===== src/rtl/ap_f32_pkg.sv =====
// Shared float32 constants and converter state encoding.
package ap_f32_pkg;

    localparam int F32_BIAS   = 127;
    localparam int F32_EXP_W  = 8;
    localparam int F32_MANT_W = 23;

    // Converter sequencing: sample operand, normalise, round, hold.
    typedef enum logic [1:0] {
        ST_LOAD  = 2'd0,
        ST_NORM  = 2'd1,
        ST_ROUND = 2'd2,
        ST_DONE  = 2'd3
    } ap_state_e;

endpackage


===== src/rtl/ap_itof_f32_if.sv =====
// Operand/result/ready bundle of the integer-to-float converter.
// Handshake: the operand is taken on the first clock edge after reset
// release; ready rises with a registered result and stays high, result
// stable, until the next reset. There is no back-pressure.
interface ap_itof_f32_if #(
    parameter int WIDTH = 32
);
    logic [WIDTH-1:0] a;
    logic [31:0]      result;
    logic             ready;

    modport master (output a, input result, input ready);
    modport slave  (input a, output result, output ready);
endinterface


===== src/rtl/ap_round_f32.sv =====
// Round-to-nearest-even of a 23-bit mantissa with guard and sticky bits.
// A carry out of the mantissa renormalises to mantissa 0, exponent + 1.
module ap_round_f32
    import ap_f32_pkg::*;
(
    input  logic [F32_MANT_W:0]   mant_g_i,  // {mant[22:0], guard}
    input  logic                  sticky_i,
    input  logic [8:0]            exp_i,
    output logic [F32_MANT_W-1:0] mant_o,
    output logic [8:0]            exp_o
);

    logic                  guard;
    logic [F32_MANT_W-1:0] mant;
    logic                  inc;
    logic [F32_MANT_W:0]   sum;
    logic                  carry;

    // Increment on above-half, or exactly half with an odd mantissa.
    always_comb begin
        guard  = mant_g_i[0];
        mant   = mant_g_i[F32_MANT_W:1];
        inc    = guard & (sticky_i | mant[0]);
        sum    = {1'b0, mant} + {{F32_MANT_W{1'b0}}, inc};
        carry  = sum[F32_MANT_W];
        mant_o = carry ? '0 : sum[F32_MANT_W-1:0];
        exp_o  = exp_i + {8'd0, carry};
    end

endmodule


===== src/rtl/ap_itof_f32.sv =====
// Sequential signed integer to float32 converter, one normalisation
// shift per cycle. Result and ready are registered.
module ap_itof_f32
    import ap_f32_pkg::*;
#(
    parameter int WIDTH = 32
) (
    input  logic          clk,
    input  logic          rst,          // asynchronous, active low
    ap_itof_f32_if.slave  io,
    output ap_state_e     dbg_state_o
);

    // Fraction field below the hidden bit, padded so that 23 mantissa bits,
    // a guard bit and at least one sticky bit always exist.
    localparam int         EXT_W    = (WIDTH - 1 < 25) ? 25 : WIDTH - 1;
    localparam int         PAD      = EXT_W - (WIDTH - 1);
    localparam logic [8:0] EXP_INIT = 9'(F32_BIAS + WIDTH - 1);

    ap_state_e        state_q, state_d;
    logic             sign_q, sign_d;
    logic [WIDTH-1:0] mag_q, mag_d;
    logic [8:0]       exp_q, exp_d;
    logic [31:0]      result_q, result_d;

    logic             ld_en, shift_en, round_en, ready;
    logic [WIDTH-1:0] abs_a;
    logic [EXT_W-1:0] frac;
    logic [23:0]      mant_g;
    logic             sticky;
    logic [22:0]      rnd_mant;
    logic [8:0]       rnd_exp;

    // Two's-complement magnitude; the most negative value wraps to 2^(WIDTH-1).
    assign abs_a = io.a[WIDTH-1] ? (~io.a + {{(WIDTH-1){1'b0}}, 1'b1}) : io.a;

    // State register.
    always_ff @(posedge clk or negedge rst) begin
        if (!rst) state_q <= ST_LOAD;
        else      state_q <= state_d;
    end

    // Next-state: normalise until the leading one reaches the top bit.
    always_comb begin
        state_d = state_q;
        case (state_q)
            ST_LOAD:  state_d = (abs_a == '0 || abs_a[WIDTH-1]) ? ST_ROUND : ST_NORM;
            ST_NORM:  if (mag_q[WIDTH-2]) state_d = ST_ROUND;
            ST_ROUND: state_d = ST_DONE;
            ST_DONE:  state_d = ST_DONE;
            default:  state_d = ST_LOAD;
        endcase
    end

    // Per-state datapath enables and the ready flag.
    always_comb begin
        ld_en    = 1'b0;
        shift_en = 1'b0;
        round_en = 1'b0;
        ready    = 1'b0;
        case (state_q)
            ST_LOAD:  ld_en    = 1'b1;
            ST_NORM:  shift_en = 1'b1;
            ST_ROUND: round_en = 1'b1;
            ST_DONE:  ready    = 1'b1;
            default:  ;
        endcase
    end

    // Field extraction from the normalised magnitude.
    always_comb begin
        frac   = EXT_W'(mag_q[WIDTH-2:0]) << PAD;
        mant_g = frac[EXT_W-1 -: 24];
        sticky = |frac[EXT_W-25:0];
    end

    ap_round_f32 u_round (
        .mant_g_i (mant_g),
        .sticky_i (sticky),
        .exp_i    (exp_q),
        .mant_o   (rnd_mant),
        .exp_o    (rnd_exp)
    );

    // Datapath next values: load, shift-and-decrement, or round-and-pack.
    always_comb begin
        sign_d   = sign_q;
        mag_d    = mag_q;
        exp_d    = exp_q;
        result_d = result_q;
        if (ld_en) begin
            sign_d = io.a[WIDTH-1];
            mag_d  = abs_a;
            exp_d  = EXP_INIT;
        end
        if (shift_en) begin
            mag_d = {mag_q[WIDTH-2:0], 1'b0};
            exp_d = exp_q - 9'd1;
        end
        if (round_en) begin
            exp_d    = rnd_exp;
            // Zero input always packs as +0.0.
            result_d = (mag_q == '0) ? 32'h0 : {sign_q, rnd_exp[7:0], rnd_mant};
        end
    end

    // Datapath registers.
    always_ff @(posedge clk or negedge rst) begin
        if (!rst) begin
            sign_q   <= 1'b0;
            mag_q    <= '0;
            exp_q    <= '0;
            result_q <= '0;
        end else begin
            sign_q   <= sign_d;
            mag_q    <= mag_d;
            exp_q    <= exp_d;
            result_q <= result_d;
        end
    end

    assign io.result   = result_q;
    assign io.ready    = ready;
    assign dbg_state_o = state_q;

endmodule


===== src/flat_wrapper.sv =====
// flat-port wrapper written by rule: the top's interface ports become plain ports
module ap_itof_f32_flat import ap_f32_pkg::*;
#(
    parameter int WIDTH = 32
)
  (clk, rst, dbg_state_o, io_a, io_result, io_ready);
  ap_itof_f32_if #(.WIDTH(WIDTH)) io_i ();
  input  logic clk;
  input  logic rst;
  output ap_state_e dbg_state_o;
  input wire logic [$bits(io_i.a)-1:0] io_a;
  output wire logic [$bits(io_i.result)-1:0] io_result;
  output wire logic [$bits(io_i.ready)-1:0] io_ready;
  assign io_i.a = io_a;
  assign io_result = io_i.result;
  assign io_ready = io_i.ready;
  ap_itof_f32 #(.WIDTH(WIDTH)) u_core (.clk(clk), .rst(rst), .io(io_i), .dbg_state_o(dbg_state_o));
endmodule

===== config.mk =====
export PLATFORM = sky130hd
export DESIGN_NAME = ap_itof_f32_flat
export DESIGN_NICKNAME = d
export VERILOG_FILES = /design/src/rtl/ap_f32_pkg.sv /design/src/rtl/ap_itof_f32_if.sv /design/src/rtl/ap_round_f32.sv /design/src/rtl/ap_itof_f32.sv /design/src/flat_wrapper.sv
export SDC_FILE = /design/constraint.sdc
export NUM_CORES = 1
export LEC_CHECK = 0
export BUFFER_PORTS_ARGS = -buffer_cell sky130_fd_sc_hd__clkbuf_2
export CORE_ASPECT_RATIO = 1.75
export CORE_MARGIN = 8
export CORE_UTILIZATION = 55
export DETAILED_ROUTE_END_ITERATION = 10
export PLACE_DENSITY = 0.77
export SLEW_MARGIN = 20
export SYNTH_ARGS = -nofsm -noshare
export SYNTH_HDL_FRONTEND = slang
export SYNTH_SLANG_ARGS = --single-unit

===== constraint.sdc =====
create_clock -name clk -period 5.2 [get_ports clk]
set_clock_uncertainty 0.2 [all_clocks]
set_input_delay 1.04 -clock clk [delete_from_list [all_inputs] [get_ports clk]]
set_output_delay 1.04 -clock clk [all_outputs]
set_load 0.02 [all_outputs]

# Word-level counts from Yosys, hierarchy flattened

Cells that the tools add are included.

Word-level logic and storage cells: 39
Output and inout bits: 35
Bits in registers: 76
Input bits: 34

Add/sub/neg operators: 4
Reductions and logical operators: 8
Equality and inequality tests: 4
Mux-type cells: 15
Bitwise logic cells: 3

Operators by type and width:

| operator                | number |
|---|---|
| $mux W32                | 4 |
| $logic_not A32 Y1       | 2 |
| $add A32 B1 Y32 const B | 1 |
| $not A32 Y32            | 1 |
| $mux W9                 | 3 |
| $add A23 B1 Y24         | 1 |
| $mux W23                | 1 |
| $add A9 B1 Y9           | 1 |
| $sub A9 B1 Y9 const B   | 1 |
| $reduce_or A7 Y1        | 1 |
| $pmux W2 S3             | 1 |
| $eq A2 B2 Y1 const B    | 2 |
| $mux W1                 | 4 |
| $mux W2                 | 2 |
| $reduce_bool A3 Y1      | 1 |
| $eq A2 B1 Y1 const B    | 1 |
| $logic_not A2 Y1        | 1 |
| $ne A2 B1 Y1 const B    | 1 |
| $reduce_bool A2 Y1      | 1 |
| $reduce_or A2 Y1        | 1 |
| $and A1 B1 Y1           | 1 |
| $logic_or A1 B1 Y1      | 1 |
| $or A1 B1 Y1            | 1 |

# Depth between registers and ports, before layout

Gate-level depths: netlist (run 1).

Word-level depth: 7
Gate-level depth with buffers: 14
Gate-level depth less buffers: 13

# Modules after synthesis

From an unflattened synthesis (run 1), not the netlist that was laid out.

Cells, all modules: 619
Area, all modules: 5293.8 µm²

Modules (own cells, without submodules):

| module       | times used | cells an instance | area each (µm²) |
|---|---|---|---|
| ap_itof_f32  | 1          | 515               | 4563.1 |
| ap_round_f32 | 1          | 104               | 730.7 |

# Worst setup path before layout (run 1)

No wires, ideal clock.

Path type: input -> register
Start point: in io_a[15]
End point: reg u_core.state_q[1] (netlist: u_core.dbg_state_o[1])
Path slack: 1.705 ns
Setup time: 0.074 ns
Cell stages on the path: 9
Path buffers: 2
Arrival time: 3.220 ns
Data required time: 4.926 ns
Path through: buf_6 -> or4_1 -> buf_2 -> or4_1 -> a211o_1 -> a211o_1 -> nor4_4 -> o211ai_1 -> o21ai_2

Longest elaborated chain between the ends: 7

RTL lines:

| item                   | RTL line           | source |
|---|---|---|
| start: declaration     | flat_wrapper.sv:11 | `input wire logic [$bits(io_i.a)-1:0] io_a;` |
| $not A32 Y32           | ap_itof_f32.sv:35  | `assign abs_a = io.a[WIDTH-1] ? (~io.a + {{(WIDTH-1){1'b0}}, 1'b1}) : io.a;` |
| $add A32 B1 Y32        | ap_itof_f32.sv:35  |  |
| $mux W32 *             | ap_itof_f32.sv:35  |  |
| $logic_not A32 Y1      | ap_itof_f32.sv:47  | `ST_LOAD: state_d = (abs_a == '0 \|\| abs_a[WIDTH-1]) ? ST_ROUND : ST_NORM;` |
| $logic_or A1 B1 Y1 *   | ap_itof_f32.sv:47  |  |
| $mux W2 *              | ap_itof_f32.sv:47  |  |
| $pmux W2 S3 *          | ap_itof_f32.sv:46  | `case (state_q)` |
| end signal: assignment | ap_itof_f32.sv:40  | `else state_q <= state_d;` |
| end: declaration       | ap_itof_f32.sv:20  | `ap_state_e state_q, state_d;` |

Mark *: on every way between the ends. The rest lies on a longest branch, timed or not.
A chain may end at the register's enable or synchronous reset.

# Worst setup path in the final report (run 1)

Start point: in io_a[3]
End point: reg u_core.state_q[1] (netlist: u_core.dbg_state_o[1])

The elaborated chain is that of the path after synthesis.

==> results.cfg, run 1 <==
[outcome]
status = finished, final reports clean

[grt]
grt_max_degree = 81
antenna_found_initial = 0
grt_pass1_wl_um = 21700
first_global_vias = 4501
use_met3 = 0.0320
grt_use_met1 = 0.250
grt_use_total = 0.216
use_met2 = 0.380
top_usage_layer = met2
overflow = 0

[timing]
finalSetupViolations = 0
relSlewSlack = 0.315
min_period_ns = 3.82
fmax_ghz = 0.262
rsz0062_at_grt = no
timing.final.crit_share = 0.734
fin_tns_setup_ns = 0
tightest_slew_ns = 1.02
slew_viol_final = 0
hold_viol = 0
fin_hold_ws_ns = 0.274

[floorplan]
std_cell_rows = 46
start_util = 0.566
dieArea_um2 = 12800
die_h_um = 144
floorplan.core_area_um2 = 9040
pin_count = 69
die_w_um = 88.9

[layout]
final_util = 0.639
n_antenna_cell = 0
final_common_cell = nand2_1
layout_common_cells = nand2_1 (106), dfrtp_1 (74), clkbuf_2 (67)
nNetsFinal = 708
final_cell_count_no_fill = 794
drive_above_1_share = 0.150
fillerInstances = 809
area_growth_pct = 12.8

[routing]
ant_nets = 0
vias = 4732
wl_per_cell_um = 16.5
drtIter0Drc = 267
routed_wl_um = 13100
drc_errors = 0
via_per_inst = 5.96
dr.pass1.iters = 6

[synth]
yosysUniqueCellTypes = 64
synth_top_family_by_area = simple AND/OR/NAND/NOR gates
yosysSeqAreaShare = 0.367
synth_adder_area_share = 0.0122
ys_ff_latch = 75
yosys_warnings = 0
ys_async_sr_fraction = 1.00
synth_ff_type = dfrtp_1
synthSimpleGateAreaFrac = 0.267
syn_inst = 634
synth_nets = 673
synthMuxAreaShare = 0.0457
syn_area_um2 = 5120
synth_edf_count = 0
synth-compound-area-share = 0.167
synth-xor-area-share = 0.0958
postSynthAreaPerCell_um2 = 8.07

[placed_design]
dp.cells = 778
portBuffers = 68
gp_congestion = 0.889
dp_hpwl_um = 9970

[worst_setup_path]
cp_max_fo = 12
worstSetupPathType = in -> reg
critPathRequiredTime_ns = 5.26
cp-end-kind = flop
arrival_ns = 3.88
start_kind = input pin

[clock_network]
post_cts_buffers = 0
ctsRootBufferMaster = clkbuf_16
cts_tree = built
cts_buffers = 9
cts_resized = 0
clk_pin_slew_ns = 0.06
clockBufferDepth = 2
clock_latency_ns = 0.33
htreeDepth = 3
cts_sinks = 75
cts_hold_buf = 0

[power]
vdd_ir_drop_max_mv = 0.157
p_per_area_nw_per_um2 = 230
leakage_nw = 2.58

[worst_hold_path]
hold_path.class = reg -> reg

[flow_run]
cap_violations = 0
==> cells in the mapped netlist (2+ instances only) <==
| cell type | instances | area (um2) |
|---|---|---|
| nand4_1 | 12 | 75.1 |
| and4_1 | 4 | 35.0 |
| a211o_1 | 2 | 17.5 |
| or3_1 | 3 | 18.8 |
| nand2b_1 | 4 | 25.0 |
| o211ai_1 | 3 | 22.5 |
| inv_1 | 11 | 41.3 |
| o311ai_1 | 2 | 17.5 |
| xor2_1 | 29 | 254 |
| nand2_1 | 106 | 398 |
| mux2i_1 | 20 | 200 |
| and3_1 | 13 | 81.3 |
| and2_1 | 5 | 31.3 |
| o311ai_0 | 2 | 17.5 |
| nor2_1 | 40 | 150 |
| o31ai_1 | 12 | 90.1 |
| clkbuf_1 | 41 | 154 |
| o21ai_1 | 9 | 45.0 |
| nor2b_1 | 4 | 25.0 |
| nand4b_1 | 2 | 17.5 |
| o21ai_0 | 65 | 325 |
| nor4_1 | 16 | 100 |
| nor4b_1 | 2 | 17.5 |
| a22oi_1 | 2 | 15.0 |
| a21boi_1 | 2 | 15.0 |
| o22ai_1 | 2 | 12.5 |
| or4_1 | 8 | 60.1 |
| a21oi_1 | 21 | 105 |
| nor3_1 | 20 | 100 |
| buf_1 | 6 | 22.5 |
| nand3_1 | 21 | 105 |
| o41ai_1 | 4 | 35.0 |
| o2bb2ai_1 | 2 | 17.5 |
| nor3b_1 | 3 | 22.5 |
| dfrtp_1 | 75 | 1880 |
| xnor2_1 | 27 | 236 |
| ha_1 | 5 | 62.6 |
| mux2_2 | 3 | 33.8 |
==> per-stage QoR <==
step / worst slack [ns] / cell area (um2) / power (W)
floorplan: 1.71 / 5120 / 0.000656
global placement: 1.14 / 5450 / 0.000703
detailed placement: 1.04 / 5450 / 0.000705
CTS: 1.39 / 5770 / 0.00134
global route: 1.19 / 5770 / 0.00138
finish: 1.38 / 5770 / 0.00133
==> where the power goes <==
group          internal (W)       switching [W]
Sequential         0.000584  0.0000000000000259
Combinational     0.0000376           0.0000734
Clock              0.000408            0.000225
==> layer usage <==
layer	up-vias	share of wire
li1	2337	-
met1	2245	0.40
met2	132	0.53
met3	18	0.048
met4	0	0.022
met5	-	0
==> path summary, 6_finish.rpt <==
kind | to | from | slack, ns | cells after the start
hold / removal | u_core.io.result[27] | u_core.io.result[27] | 0.27 | 2
max in group asynchronous | u_core.io.result[15] | rst | 3.24 | 2
setup reg to reg | u_core.exp_q[7] | u_core.mag_q[7] | 1.54 | 12
hold reg to reg | u_core.io.result[27] | u_core.io.result[27] | 0.27 | 2
min in group asynchronous | u_core.mag_q[6] | rst | 0.58 | 1
setup / recovery | u_core.dbg_state_o[1] | io_a[3] | 1.38 | 8
==> cells by family (layout without fill, tap and decap cells) <==
group | Yosys count | after routing
AND/OR/NAND/NOR | 272 | 272
AO/OA/AOI/OAI | 142 | 142
flip-flops | 75 | 75
buffers and inverters | 61 | 101
XOR/XNOR | 56 | 56
multiplexers | 23 | 23
adder cells (fa/ha/maj) | 5 | 5
==> critical path: stages <==
cell and delay [ns]:
clkbuf_2 0.14, nor4_2 0.57, nand4_1 0.57, o31ai_1 0.49
nor3b_1 0.25, o32ai_1 0.14, or4b_1 0.54, o21ai_2 0.14
==> area by class of cell <==
type                            count  area, um2  share of cell area
Tap cell                          120        150              0.0260
Timing Repair Buffer               73        378              0.0655
Clock inverter                      4       47.5             0.00824
Inverter                           12       45.0             0.00780
Sequential cell                    75       1880               0.325
Clock buffer                       12        267              0.0462
Multi-Input combinational cell    498       3010               0.521
==> registers in the layout (all words and copies together) (netlist names) <==
register / count
u_core.mag_q: 32
u_core.dbg_state_o: 2
u_core.io.result: 32
u_core.exp_q: 8
u_core.sign_q: 1
Note: power is estimated with default switching activity, not from simulation.
==> run 2, diff against run 1 <==
clock period = 4 ns   (was 5.2 ns; I/O delays follow)
==> run 2 against run 1 <==
  * Setup slack got worse by 0.86 ns
  * Highest routed layer unchanged
  * Die area unchanged
  * Clock power increased by 9.9%
  * Critical path type is now reg -> reg
  * Largest power group is now sequential cells
==> results.cfg, run 2 (synthesized netlist as in run 1, its figures left out) <==
[outcome]
status = finished, final reports clean

[floorplan]
floorplan.core_area_um2 = 9040
die_h_um = 144
dieArea_um2 = 12800
start_util = 0.566
pin_count = 69
std_cell_rows = 46
die_w_um = 88.9

[worst_setup_path]
cp_max_fo = 6
worstSetupPathType = reg -> reg
start_kind = flop
slowest_delay_ns = 0.49
crit_top_cell = and3_1
arrival_ns = 3.47
critPathRequiredTime_ns = 3.99
crit_slowest_cell = dfrtp_1
cp-end-kind = flop
path_cells = nand4_1 -> nor4_1 -> buf_4 -> and3_1 -> and2_1 -> and3_1 -> ha_1 -> and3_1 -> nand3_1 -> inv_1 -> nand3_1 -> o311ai_0 -> o21ai_0
rrSetupSlack_ns = 0.52

[routing]
ant_nets = 0
routed_wl_um = 13400
via_per_inst = 5.97
drc_errors = 0
wl_per_cell_um = 16.8
drtIter0Drc = 261
vias = 4776
dr.pass1.iters = 5

[worst_hold_path]
hold_path.class = reg -> reg

[layout]
drive_above_1_share = 0.150
fillerInstances = 811
area_growth_pct = 13.0
nNetsFinal = 716
multi_input_area_um2 = 3000
ff_latch_area_um2 = 1880
final_common_cell = nand2_1
n_antenna_cell = 0
layout_common_cells = nand2_1 (106), dfrtp_1 (74), clkbuf_2 (67)

[grt]
grt_pass1_wl_um = 22300
antenna_found_initial = 0
overflow = 0
grt_max_degree = 48
grt_use_total = 0.223
first_global_vias = 4636

[placed_design]
dp_hpwl_um = 10100
gp_congestion = 0.893
preCtsSetupSlack_ns = 0.367
portBuffers = 68

[clock_network]
cts_buffers = 9
cts_hold_buf = 0
htreeDepth = 3
clk_pin_slew_ns = 0.05
post_cts_buffers = 0
clock_latency_ns = 0.33
cts_sinks = 75
clockBufferDepth = 2
cts_resized = 0
ctsRootBufferMaster = clkbuf_16
cts_tree = built

[timing]
tightest_slew_ns = 1.03
min_period_ns = 3.48
finalSetupViolations = 0
relSlewSlack = 0.309
rsz0062_at_grt = no
slew_viol_final = 0
fmax_ghz = 0.288
setup_slack_ns = 0.525
fin_tns_setup_ns = 0
hold_viol = 0
timing.final.crit_share = 0.869

[power]
switching_share = 0.227
p_per_area_nw_per_um2 = 278
vdd_ir_drop_max_mv = 0.200
power.switching_w = 0.000365
leakage_nw = 2.59
power.internal_w = 0.00124
p_comb_frac = 0.093
p_clk_frac = 0.434
sequentialPowerShare = 0.473

[flow_run]
cap_violations = 0
run 2: cell types whose count changed in the layout (fill, tap and decap cells not counted):
cell / delta
clkbuf_1: +4
nor3_2: -1
buf_12: +1
clkbuf_8: -2
clkinvlp_4: -1
buf_4: +7
clkinv_2: -2
nor3_1: +1
bufinv_16: -1
run 2: through the flow:
stage / total power [W] / utilization / cells / hold WS, ns / instance area (um2)
floorplan: 0.000853 / - / 634 / 0.271 / 5120
global placement: 0.000918 / 0.612 / 786 / 0.258 / 5530
detailed placement: 0.000920 / 0.612 / 786 / 0.266 / 5530
CTS: 0.00162 / 0.640 / 800 / 0.283 / 5780
global route: 0.00167 / 0.640 / 800 / 0.299 / 5780
finish: 0.00161 / 0.640 / 800 / 0.281 / 5780
run 2: area by class of cell:
cell class,count,share of cell area
clock buffer,14,0.0439
inverter,12,0.00779
multi-input combinational,498,0.519
sequential,75,0.325
tap,120,0.0260
timing repair buffer,81,0.0779
run 2: layer usage:
layer | wire length, um | GRT usage | vias up | part of all wire
li1 | - | - | 2362 | -
met1 | 5400 | 0.256 | 2248 | 0.40
met2 | 6990 | 0.383 | 134 | 0.52
met3 | 556 | 0.0349 | 32 | 0.041
met4 | 481 | 0.112 | 0 | 0.036
met5 | 0 | 0 | - | 0
run 2: worst max-delay path: cells and delay by family (launching register included):
kind	cells	cell delay, ns
flip-flops	1	0.49
AO/OA/AOI/OAI	2	0.43
adder cells (fa/ha/maj)	1	0.19
buffers and inverters	2	0.30
AND/OR/NAND/NOR	8	1.73
run 2: final timing paths:
path | depth (start not counted) | end | start
min | 2 | u_core.io.result[23] | u_core.io.result[23]
max reg2reg | 13 | u_core.exp_q[7] | u_core.mag_q[10]
min in group asynchronous | 1 | u_core.mag_q[5] | rst
min reg2reg | 2 | u_core.io.result[23] | u_core.io.result[23]
max in group asynchronous | 2 | u_core.dbg_state_o[1] | rst
max | 13 | u_core.exp_q[7] | u_core.mag_q[10]
run 2: power groups by stage:
stage / Clock, W / Sequential, W / Combinational [W]
6_report: 0.000697 / 0.000760 / 0.000149
5_1_grt: 0.000747 / 0.000759 / 0.000164
4_1_cts: 0.000709 / 0.000760 / 0.000148
3_5_place_dp: 0 / 0.000773 / 0.000148
3_3_place_gp: 0 / 0.000773 / 0.000145
2_1_floorplan: 0 / 0.000773 / 0.0000797
==> run 3, diff against run 2 <==
CORE_UTILIZATION = 33   (was 55)
PLACE_DENSITY = not set   (was 0.77)
==> run 3 against run 2 <==
  * Total power increased by 4.8%
  * Sequential share of layout area decreased by 0.74 points
  * Cell area increased by 2.3%
  * Maximum frequency increased by 2.6%
  * Critical path depth unchanged
  * Final cell count increased by 8.9%
  * Non-clock buffer count increased by 3
  * Critical path type unchanged
  * Largest cell class unchanged
==> results.cfg, run 3 (synthesized netlist as in run 1, its figures left out) <==
[worst_setup_path]
rr_startpoint = u_core.mag_q[10]
cp-end-kind = flop
arrival_ns = 3.39
cp_max_fo = 6
rrSetupSlack_ns = 0.61
startpoint = u_core.mag_q[10]
reg2regPathDepth = 13
worstSetupPathType = reg -> reg
r2r_end = u_core.exp_q[7]
start_kind = flop
critPathRequiredTime_ns = 4.00
crit_end = u_core.exp_q[7]

[layout]
area_growth_pct = 15.6
nNetsFinal = 719
final_cell_count_no_fill = 871
final_common_cell = nand2_1
final_area_um2 = 5910
n_antenna_cell = 0
drive_above_1_share = 0.159
layout_common_cells = nand2_1 (106), dfrtp_1 (74), clkbuf_2 (67)

[grt]
first_global_vias = 4713
top_usage_layer = met2
grt_use_met1 = 0.177
grt_max_degree = 79
use_met2 = 0.272
antenna_found_initial = 0
grt_use_total = 0.154
grt_pass1_wl_um = 24400
overflow = 0
use_met3 = 0.0225

[power]
switching_share = 0.229
power.switching_w = 0.000385
leakage_nw = 2.62
power.internal_w = 0.00130
sequentialPowerShare = 0.451
p_comb_frac = 0.091
p_per_area_nw_per_um2 = 284
vdd_ir_drop_max_mv = 0.135
p_clk_frac = 0.458

[clock_network]
cts_tree = built
clk_pin_slew_ns = 0.06
cts_resized = 0
clockBufferDepth = 2
cts_hold_buf = 0
ctsRootBufferMaster = clkbuf_16
clock_latency_ns = 0.33
htreeDepth = 3
post_cts_buffers = 0
cts_sinks = 75
cts_buffers = 9

[placed_design]
dp_hpwl_um = 11500
preCtsSetupSlack_ns = 0.318
dp.cells = 855
place_area_um2 = 5620
portBuffers = 68
gp_congestion = 0.860

[timing]
fmax_ghz = 0.295
relSlewSlack = 0.309
rsz0062_at_grt = no
fin_tns_setup_ns = 0
slew_viol_final = 0
finalSetupViolations = 0
setup_slack_ns = 0.613
tightest_slew_ns = 1.03
hold_viol = 0
timing.final.crit_share = 0.847
min_period_ns = 3.39

[routing]
via_per_inst = 5.48
dr.pass1.iters = 4
drtIter0Drc = 251
ant_nets = 0
vias = 4771
routed_wl_um = 14900
wl_per_cell_um = 17.1
drc_errors = 0

[floorplan]
pin_count = 69
die_w_um = 110
floorplan.core_area_um2 = 15300
dieArea_um2 = 19900
std_cell_rows = 60
die_h_um = 181
start_util = 0.334

[worst_hold_path]
hold_path.class = reg -> reg

[flow_run]
cap_violations = 0

[outcome]
status = finished, final reports clean
## run 3: changes by cell type in the layout (fill, tap and decap cells not counted)
cell      before  now
buf_4         12   17
buf_2          1    0
buf_12         1    0
clkinv_2       0    1
clkbuf_1       4    2
clkbuf_8       1    4
## run 3: metrics by stage
stage | utilization | total power (W) | hold WS, ns
5_1_grt | 0.386 | 0.00174 | 0.294
3_5_place_dp | 0.367 | 0.000926 | 0.268
2_1_floorplan | - | 0.000853 | 0.271
3_3_place_gp | 0.367 | 0.000925 | 0.264
4_1_cts | 0.386 | 0.00170 | 0.280
6_report | 0.386 | 0.00168 | 0.272
## run 3: worst min path at each step
stage                               from              endpoint  cells after the start
detailed placement  u_core.io.result[30]  u_core.io.result[30]                      2
global route        u_core.io.result[26]  u_core.io.result[26]                      2
global placement    u_core.io.result[26]  u_core.io.result[26]                      2
floorplan                u_core.exp_q[7]       u_core.exp_q[7]                      1
finish              u_core.io.result[26]  u_core.io.result[26]                      2
CTS                 u_core.io.result[30]  u_core.io.result[30]                      2
## run 3: final cells by class
class | instances | area (um2)
Inverter | 12 | 45.0
Timing Repair Buffer | 84 | 463
Tap cell | 186 | 233
Clock inverter | 1 | 5.00
Multi-Input combinational cell | 498 | 3000
Clock buffer | 15 | 288
Sequential cell | 75 | 1880
Fill cell | 1642 | 9400
## run 3: metal layers
layer  vias to the layer above  part of all wire
li1                       2351                 -
met1                      2302              0.41
met2                       101              0.54
met3                        17             0.038
met4                         0             0.020
met5                         -                 0
## run 3: power groups by stage
stage	sequential, W	combinational [W]	clock, W
after floorplan	0.000773	0.0000797	0
after global placement	0.000773	0.000152	0
after detailed placement	0.000773	0.000153	0
after CTS	0.000759	0.000154	0.000791
after global routing	0.000759	0.000168	0.000817
final	0.000759	0.000152	0.000771
## run 3: critical path, cell delays in order (launching register included)
cell and delay [ns]:
dfrtp_1 0.49, nand4_1 0.22, nor4_1 0.31, buf_4 0.18
and3_1 0.22, and2_1 0.17, and3_1 0.23, ha_1 0.19
and3_1 0.23, nand3_1 0.14, inv_1 0.12, nand3_1 0.14
o311ai_0 0.29, o21ai_0 0.13
